[config.mk]
export PLATFORM = sky130hd
export DESIGN_NAME = alu_result_collector
export DESIGN_NICKNAME = d
export VERILOG_FILES = /design/src/rtl/alu_result_collector.sv
export SDC_FILE = /design/constraint.sdc
export NUM_CORES = 1
export LEC_CHECK = 0
export ABC_AREA = 0
export CAP_MARGIN = 20
export CORE_UTILIZATION = 55
export CTS_CLUSTER_SIZE = 24
export DETAILED_ROUTE_END_ITERATION = 12
export PLACE_DENSITY = 0.89
export SKIP_LAST_GASP = 1
export SYNTH_ARGS = -nofsm -noshare
export SYNTH_HDL_FRONTEND = slang
export SYNTH_SLANG_ARGS = --single-unit
[constraint.sdc]
create_clock -name clk -period 5.8 [get_ports clk]
set_clock_uncertainty 0.05 [all_clocks]
set_input_delay 0.58 -clock clk [delete_from_list [all_inputs] [get_ports clk]]
set_output_delay 0.58 -clock clk [all_outputs]
set_load 0.01 [all_outputs]
[src/rtl/alu_result_collector.sv]
// alu_result_collector: tags ALU results through a LATENCY-stage pipe and queues them in a DEPTH-entry FIFO.
// Optional drop counter enabled by defining ALU_COLL_DROP_CNT_EN; otherwise drop_cnt is tied to 0.
module alu_result_collector #(
    parameter int DATA_WIDTH = 8,
    parameter int DEPTH      = 4,
    parameter int LATENCY    = 1
) (
    input  logic                         clk,
    input  logic                         rst,
    input  logic                         issue,
    input  logic [3:0]                   issue_tag,
    input  logic [DATA_WIDTH:0]          res,
    input  logic                         oflow,
    input  logic                         cout,
    input  logic                         g,
    input  logic                         l,
    input  logic                         e,
    input  logic                         err,
    output logic                         out_valid,
    input  logic                         out_ready,
    output logic [DATA_WIDTH:0]          out_res,
    output logic [5:0]                   out_flags,
    output logic [3:0]                   out_tag,
    output logic [$clog2(DEPTH):0]       count,
    output logic [7:0]                   drop_cnt
);
    localparam int AW = $clog2(DEPTH);
    logic [LATENCY-1:0]   vld;
    logic [4*LATENCY-1:0] tgs;
    logic [DATA_WIDTH:0]  mres [DEPTH];
    logic [5:0]           mflg [DEPTH];
    logic [3:0]           mtag [DEPTH];
    logic [AW-1:0]        wptr, rptr;
    logic                 cap, full, pop, push;
    assign cap  = vld[LATENCY-1];
    assign full = count == (AW+1)'(DEPTH);
    assign pop  = out_valid & out_ready;
    assign push = cap & (!full | pop);
    always_ff @(posedge clk) begin
        if (rst) begin
            vld   <= '0;
            tgs   <= '0;
            wptr  <= '0;
            rptr  <= '0;
            count <= '0;
        end else begin
            vld   <= LATENCY'({vld, issue});
            tgs   <= (4*LATENCY)'({tgs, issue_tag});
            wptr  <= wptr + AW'(push);
            rptr  <= rptr + AW'(pop);
            count <= count + (AW+1)'(push) - (AW+1)'(pop);
        end
    end
    always_ff @(posedge clk) begin
        if (push) begin
            mres[wptr] <= res;
            mflg[wptr] <= {err, oflow, cout, g, l, e};
            mtag[wptr] <= tgs[4*LATENCY-1 -: 4];
        end
    end
    // Outputs come from stored state only; empty FIFO presents zeros.
    assign out_valid = count != '0;
    assign out_res   = out_valid ? mres[rptr] : '0;
    assign out_flags = out_valid ? mflg[rptr] : '0;
    assign out_tag   = out_valid ? mtag[rptr] : '0;
`ifdef ALU_COLL_DROP_CNT_EN
    logic [7:0] drops;
    always_ff @(posedge clk) begin
        if (rst) drops <= '0;
        else if (cap && full && !pop && drops != 8'hff) drops <= drops + 8'd1;
    end
    assign drop_cnt = drops;
`else
    assign drop_cnt = '0;
`endif
endmodule

==> results.txt, run 1 <==
Worst-Margin Slew: 0.956 ns
Grt ovf: 0
Vias in the first global route: 1,634
Drt pass-1 iters: 4
CTS buffer count: 9
GRT Total Usage: 0.184
Initial antenna violation count: 0
Placed inst area: 3990 um^2
CTS clk-pin slew, worst paths: 0.08 ns
Core area: 6030 um^2
Cell row count: 28
WL final: 5.43 mm
Antenna Cells: 0
R2R cell count: 8
Die X: 81.6 um
Worst min-delay path category: reg -> reg
Port Buffers: 45
Peak Freq: 315 MHz
CP Buf/Inv Count: 2
Max incr delay on CP: 0.61 ns
Root buffer cell: clkbuf_8
Clock sinks: 88
Slew margin rel.: 0.362
Unique masters post-synth: 25
Post-CTS setup buffers: 0
Die area: 6660 um^2
Fin crit period: 3.18 ns
Worst skew pair latency: 0.34 ns
Power per cell area: 415 nW/um^2
Final Power: 0.00174 W
Crit Path Max Fanout: 13
Status: finished, final reports clean
Static leakage: 1.42 nW
Final setup viols: 0
CP top delay family: buffers and inverters
Setup crit end kind: output pin
Period utilisation layout: 0.548
Drt drc: 0
Area Overhead vs Synth: 20.5%
Seq/Total Area, Yosys: 0.724
CTS tree: yes
CTS-repair resized insts: 0
Max-slew violations: 0
Final net count: 254
Drt via density: 5.48
Hold buffer count at cts: 0
Share of layout cells above drive strength 1: 0.130
Cell Area, Synth: 3480 um^2
TNS Setup: 0 ns
Hold depth: 0
CP Class: reg -> out
# H-tree levels: 3
Worst setup SP type: register
CP required: 5.17 ns
Max IR drop VDD: 0.348 mV
Fin area: 4200 um^2
Post-Syn Area per Cell: 20.0 um^2
Avg WL per Cell: 17.8 um
Synth Instances: 174
RSZ-0062 raised after global routing: false
Levels on crit path: 4
Global-route wire length before repair: 8.32 mm
CP arrival: 2.55 ns
Max Buffers Root-to-Sink: 2
GPL Wtd Cong: 0.690
FF-to-FF setup slack: 3.17 ns
CP max stage cell: dfxtp_1
Initial core utilization: 0.578
Routed Antenna Nets: 0
Die height: 81.6 um
Hold slack final: 0.436 ns
Synth warnings: 0
DPL Wire Length: 3.52 mm
Worst-path cell chain: buf_4 > mux4_1 > and2_1 > clkdlybuf4s50_1
#FFs+latches synth: 88
IO Pins: 54
Max-cap violations: 0
Vias: 1,677
Largest net degree at the start of global routing: 22
Hold Vio Cnt, Final: 0
Initial DRC Count: 85
[final timing paths]
kind,from,end
worst min-delay path,tgs[2]$_SDFF_PP0_,mtag[2][2]$_DFFE_PP_
worst min register to register,tgs[2]$_SDFF_PP0_,mtag[2][2]$_DFFE_PP_
worst max register to register,count[1]$_SDFF_PP0_,count[2]$_SDFF_PP0_
worst max-delay path,rptr[0]$_SDFF_PP0_,out_tag[3]
[final cells by class]
type	instances	area, um^2
fillers	376	1830
well taps	75	93.8
repair buffers	49	478
clock buffers	12	135
clock inverters	4	70.1
inverters	3	11.3
multi-input cells	75	887
flip-flops and latches	88	2520
[metal layers]
metal | wire length [um] | up-vias | track usage
met2 | 2880 | 67 | 0.325
met3 | 281 | 7 | 0.0389
met1 | 2200 | 834 | 0.217
met5 | 0 | - | 0
met4 | 75 | 0 | 0.0789
li1 | - | 769 | -
[power breakdown]
| part | total (W) | switching, W | internal [W] |
|---|---|---|---|
| combinational | 0.000545 | 0.000212 | 0.000333 |
| sequential | 0.000763 | 0.0000403 | 0.000723 |
| clock | 0.000432 | 0.000191 | 0.000242 |
| total | 0.00174 | 0.000443 | 0.00130 |
[placed cells by master, fill, tap and decap left out, types with 2 or more instances in the layout]
| cell | instances |
|---|---|
| and2_1 | 20 |
| buf_4 | 3 |
| bufinv_16 | 2 |
| clkbuf_1 | 3 |
| clkbuf_8 | 9 |
| clkdlybuf4s50_1 | 45 |
| clkinv_2 | 2 |
| conb_1 | 8 |
| dfxtp_1 | 12 |
| edfxtp_1 | 76 |
| ha_1 | 4 |
| inv_1 | 3 |
| mux4_1 | 9 |
| mux4_2 | 10 |
| nor2_1 | 3 |
| nor2b_1 | 9 |
| xnor2_1 | 2 |
[sequential cells by signal, summed over array words and instances, names as in the netlist]
signal and count:
mres 36, rptr 2, tgs 4, count 3, cap 1, mflg 24, mtag 16, wptr 2
[stage by stage]
stage | worst slack, ns | util | std cells
global route | 2.52 | 0.697 | 306
detailed placement | 2.44 | 0.662 | 289
CTS | 2.58 | 0.696 | 305
finish | 2.62 | 0.697 | 306
global placement | 2.59 | 0.662 | 289
floorplan | 2.58 | - | 181
[synthesized netlist by cell type]
cell type	number	area (um^2)
or3_1	1	6.26
and2b_1	1	7.51
mux4_2	10	225
and4bb_2	1	12.5
mux4_1	9	236
nand2b_1	1	6.26
nor2_1	3	11.3
xnor2_1	2	17.5
inv_1	3	11.3
buf_12	1	20.0
nor2b_1	9	56.3
and4b_1	1	10.0
fa_1	1	20.0
edfxtp_1	76	2280
dfxtp_1	12	240
ha_1	4	50.1
conb_1	1	3.75
clkbuf_1	4	15.0
buf_4	8	60.1
nor4bb_1	1	10.0
nor4b_1	2	17.5
xor3_1	1	23.8
and2_1	20	125
buf_6	1	11.3
buf_2	1	5.00
[logic make-up (layout without fill, tap and decap cells)]
logic type,count (synthesis),count (layout),share of synthesized area
fa+ha+maj,5,5,0.0201
other cells,1,8,0.00108
mux,19,19,0.132
simple gates,40,40,0.0754
buf+inv,18,68,0.0352
xor+xnor,3,3,0.0118
flops,88,88,0.724
Note: power is estimated with default switching activity, not from simulation.
==> inputs of run 2 (changes only) <==
Settings changed: CORE_UTILIZATION 55 to 53, PLACE_DENSITY 0.89 to 0.87.
Clock period 5.8 ns to 3.13 ns, I/O delays scaled along.
==> results.txt, run 2 (synthesis gave the netlist of run 1 again) <==
Static leakage: 1.45 nW
Largest net degree at the start of global routing: 21
Antenna Cells: 0
CP Buf/Inv Count: 2
Worst skew pair latency: 0.35 ns
Power per cell area: 780 nW/um^2
Drt drc: 0
Final setup viols: 0
Drt pass-1 iters: 4
Avg WL per Cell: 17.4 um
Initial DRC Count: 69
CP required: 2.77 ns
Utilization after layout: 0.671
WL final: 5.40 mm
Max-slew violations: 0
Die X: 83.1 um
Setup crit end kind: output pin
Global-route wire length before repair: 8.75 mm
R2R cell count: 8
Regs by FF count: mres: 36 flops, mflg: 24 flops, mtag: 16 flops
CTS-repair resized insts: 0
Period utilisation layout: 0.888
Reg2reg end: count[2]$_SDFF_PP0_
GR Layer Usage met1: 0.211
Worst-Margin Slew: 0.578 ns
Die area: 6900 um^2
Initial antenna violation count: 0
Final net count: 257
Post-CTS setup buffers: 0
Clock sinks: 88
CP max stage cell: dfxtp_1
Die height: 83.1 um
Share of layout cells above drive strength 1: 0.154
Min-delay src: tgs[0]$_SDFF_PP0_
Slew margin rel.: 0.614
Port Buffers: 45
Met2 Resource Use GR: 0.295
CP top delay family: buffers and inverters
Drt via density: 5.38
CP arrival: 2.42 ns
CTS clk-pin slew, worst paths: 0.08 ns
Routed Antenna Nets: 0
CTS buffer count: 9
FF-to-FF setup slack: 0.88 ns
TNS Setup: 0 ns
DPL Wire Length: 3.58 mm
Vias in the first global route: 1,709
IO Pins: 54
Most Crowded Layer GR: met2
R2R Path Start: count[1]$_SDFF_PP0_
Hold Vio Cnt, Final: 0
Fin crit period: 2.78 ns
Max reg flops: 36
Worst Hold Path EP: mtag[3][0]$_DFFE_PP_
Root buffer cell: clkbuf_8
Fillcell total: 408
Initial core utilization: 0.549
Worst min-delay path category: reg -> reg
Peak Freq: 360 MHz
Crit Path Max Fanout: 15
CP Class: reg -> out
Hold buffer count at cts: 0
Top reg by flops: mres
Worst setup SP type: register
Vias: 1,674
Status: finished, final reports clean
Max IR drop VDD: 0.479 mV
# H-tree levels: 3
Max Buffers Root-to-Sink: 2
Global routing usage on met3: 0.0358
CTS tree: yes
Max-cap violations: 0
Hold depth: 0
Max incr delay on CP: 0.59 ns
Core area: 6350 um^2
GRT Total Usage: 0.174
Cell row count: 29
Most common cell after layout, fill and taps aside: edfxtp_1
Most frequent cells in the layout: 76 x edfxtp_1, 45 x clkdlybuf4s50_1, 20 x and2_1, 12 x dfxtp_1, 11 x clkbuf_8
GPL Wtd Cong: 0.732
Worst-path cell chain: buf_12 > mux4_1 > and2_1 > clkdlybuf4s50_1
Area Overhead vs Synth: 22.3%
Grt ovf: 0
RSZ-0062 raised after global routing: false
==> run 2: cell type report <==
type                            count  area [um^2]  share of cell area
Clock buffer                       11          151              0.0355
Clock inverter                      5         78.8              0.0185
Inverter                            3         11.3             0.00264
Multi-Input combinational cell     75          887               0.208
Sequential cell                    88         2520               0.592
Tap cell                           77         96.3              0.0226
Timing Repair Buffer               52          515               0.121
==> run 2: report_power, final <==
part | leakage (nW) | switching (W) | internal [W]
clock network | 0.119 | 0.000369 | 0.000491
registers | 0.792 | 0.0000630 | 0.00134
logic | 0.543 | 0.000412 | 0.000648
total | 1.45 | 0.000844 | 0.00248
==> run 2: worst max path at each step <==
| stage | to | cells past startpoint | from |
|---|---|---|---|
| floorplan | mflg[0][0]$_DFFE_PP_ | 2 | count[2]$_SDFF_PP0_ |
| global placement | count[1]$_SDFF_PP0_ | 9 | out_ready |
| detailed placement | count[2]$_SDFF_PP0_ | 10 | out_ready |
| CTS | out_tag[3] | 4 | rptr[0]$_SDFF_PP0_ |
| global route | out_tag[3] | 4 | rptr[0]$_SDFF_PP0_ |
| finish | out_tag[3] | 4 | rptr[0]$_SDFF_PP0_ |
==> run 2: layer usage <==
metal | routed length (um) | vias to the layer above
met4 | 144 | 0
met1 | 2170 | 834
met3 | 191 | 15
met5 | 0 | -
met2 | 2900 | 50
li1 | - | 775
==> run 2: metrics by stage <==
| stage | worst slack (ns) | hold WS (ns) | total power [W] | cells | cell area [um^2] |
|---|---|---|---|---|---|
| after floorplan | 0.0243 | 0.335 | 0.00202 | 181 | 3510 |
| after global placement | 0.685 | 0.404 | 0.00247 | 295 | 4030 |
| after detailed placement | 0.664 | 0.420 | 0.00251 | 295 | 4030 |
| after CTS | 0.326 | 0.446 | 0.00337 | 311 | 4260 |
| after global routing | 0.242 | 0.461 | 0.00348 | 311 | 4260 |
| final | 0.351 | 0.451 | 0.00332 | 311 | 4260 |
==> inputs of run 3 (changes only) <==
Settings changed: CORE_ASPECT_RATIO set to 2, GPL_TIMING_DRIVEN set to 0.
==> results.txt, run 3 (synthesis gave the netlist of run 1 again) <==
Port Buffers: 45
Core area: 6310 um^2
DPL Wire Length: 3.64 mm
Root buffer cell: clkbuf_16
Die height: 117 um
Worst-Margin Slew: 0.971 ns
Vias: 1,687
Worst-path cell chain: buf_6 > buf_12 > mux4_2 > and2_1 > clkdlybuf4s50_1
Max incr delay on CP: 0.51 ns
Max-cap violations: 0
Peak Freq: 386 MHz
Setup crit end kind: output pin
Area Overhead vs Synth: 27.6%
CP Class: reg -> out
CTS buffer count: 9
Routed Antenna Nets: 0
Final setup viols: 0
RSZ-0062 raised after global routing: false
Max reg flops: 36
IO Pins: 54
Top reg by flops: mres
Power per cell area: 809 nW/um^2
Max IR drop VDD: 0.551 mV
Die area: 6920 um^2
Regs by FF count: mres: 36 flops, mflg: 24 flops, mtag: 16 flops
Drt pass-1 iters: 4
Worst min-delay path category: reg -> reg
Slew margin rel.: 0.352
Antenna Cells: 0
R2R cell count: 8
Post-CTS setup buffers: 0
Final setup margin: 0.537 ns
Max-slew violations: 0
Largest net degree at the start of global routing: 20
Hold buffer count at cts: 0
Vias in the first global route: 1,732
Status: finished, final reports clean
Drt via density: 5.07
Worst setup SP type: register
Most common cell after layout, fill and taps aside: edfxtp_1
Initial antenna violation count: 0
Die X: 59.3 um
CTS tree: yes
Max Buffers Root-to-Sink: 2
Crit Path Max Fanout: 10
Static leakage: 1.55 nW
Setup WS pre-CTS: 0.0441 ns
Worst skew pair latency: 0.33 ns
Hold Vio Cnt, Final: 0
Initial DRC Count: 40
CP arrival: 2.23 ns
Drt drc: 0
CTS clk-pin slew, worst paths: 0.06 ns
Grt ovf: 0
Initial core utilization: 0.552
CP max stage cell: mux4_2
Most frequent cells in the layout: 76 x edfxtp_1, 45 x clkdlybuf4s50_1, 20 x and2_1, 12 x dfxtp_1, 11 x buf_4
Global-route wire length before repair: 8.68 mm
Clock sinks: 88
Fin crit period: 2.59 ns
# H-tree levels: 3
Hold depth: 0
Cell row count: 41
WL final: 5.59 mm
Period utilisation layout: 0.829
GRT Total Usage: 0.185
Final net count: 270
Avg WL per Cell: 16.8 um
Final Power: 0.00360 W
GPL Wtd Cong: 0.780
CTS-repair resized insts: 0
Share of layout cells above drive strength 1: 0.178
CP required: 2.77 ns
-- run 3: cell count changes in the layout (fill, tap and decap cells not counted) --
cell,before,now
buf_2,0,1
buf_4,6,11
buf_6,0,1
buf_8,0,1
clkbuf_1,0,5
clkbuf_16,0,9
clkbuf_2,0,1
clkbuf_8,11,0
clkinv_2,2,3
-- run 3: per-stage QoR --
stage	utilization	hold slack (ns)	TNS (ns)	instance area [um^2]	cells
floorplan	-	0.335	0	3510	181
global placement	0.645	0.396	-59.86	4070	312
detailed placement	0.654	0.418	0	4130	316
CTS	0.704	0.432	0	4440	332
global route	0.705	0.444	0	4450	333
finish	0.705	0.426	0	4450	333
-- run 3: worst paths after layout --
kind | start | to | slack [ns]
setup / recovery | rptr[0]$_SDFF_PP0_ | out_tag[0] | 0.54
hold / removal | tgs[2]$_SDFF_PP0_ | mtag[3][2]$_DFFE_PP_ | 0.43
setup reg to reg | count[1]$_SDFF_PP0_ | count[2]$_SDFF_PP0_ | 0.84
hold reg to reg | tgs[2]$_SDFF_PP0_ | mtag[3][2]$_DFFE_PP_ | 0.43
-- run 3: critical path: cells and delay by family (launching register included) --
kind	cells	cell delay, ns
flops	1	0.37
mux	1	0.51
simple gates	1	0.19
buf+inv	3	0.83
-- run 3: final cells by class --
type / instances / area (um^2)
inverter: 3 / 11.3
buffer: 15 / 111
timing repair buffer: 50 / 493
clock inverter: 6 / 83.8
sequential: 88 / 2520
multi-input combinational: 75 / 887
clock buffer: 10 / 229
tap: 86 / 108
fill: 392 / 1860
-- run 3: where the power goes --
| part | internal (W) | switching (W) |
|---|---|---|
| Sequential | 0.00134 | 0.0000411 |
| Clock | 0.000695 | 0.000402 |
| Combinational | 0.000664 | 0.000453 |
-- run 3: metal layers --
layer  vias to the layer above  wire, um  track usage
li1                        797         -            -
met1                       828      2000        0.202
met2                        56      3190        0.321
met3                         6       293       0.0443
met4                         0        97        0.100
met5                         -         0            0
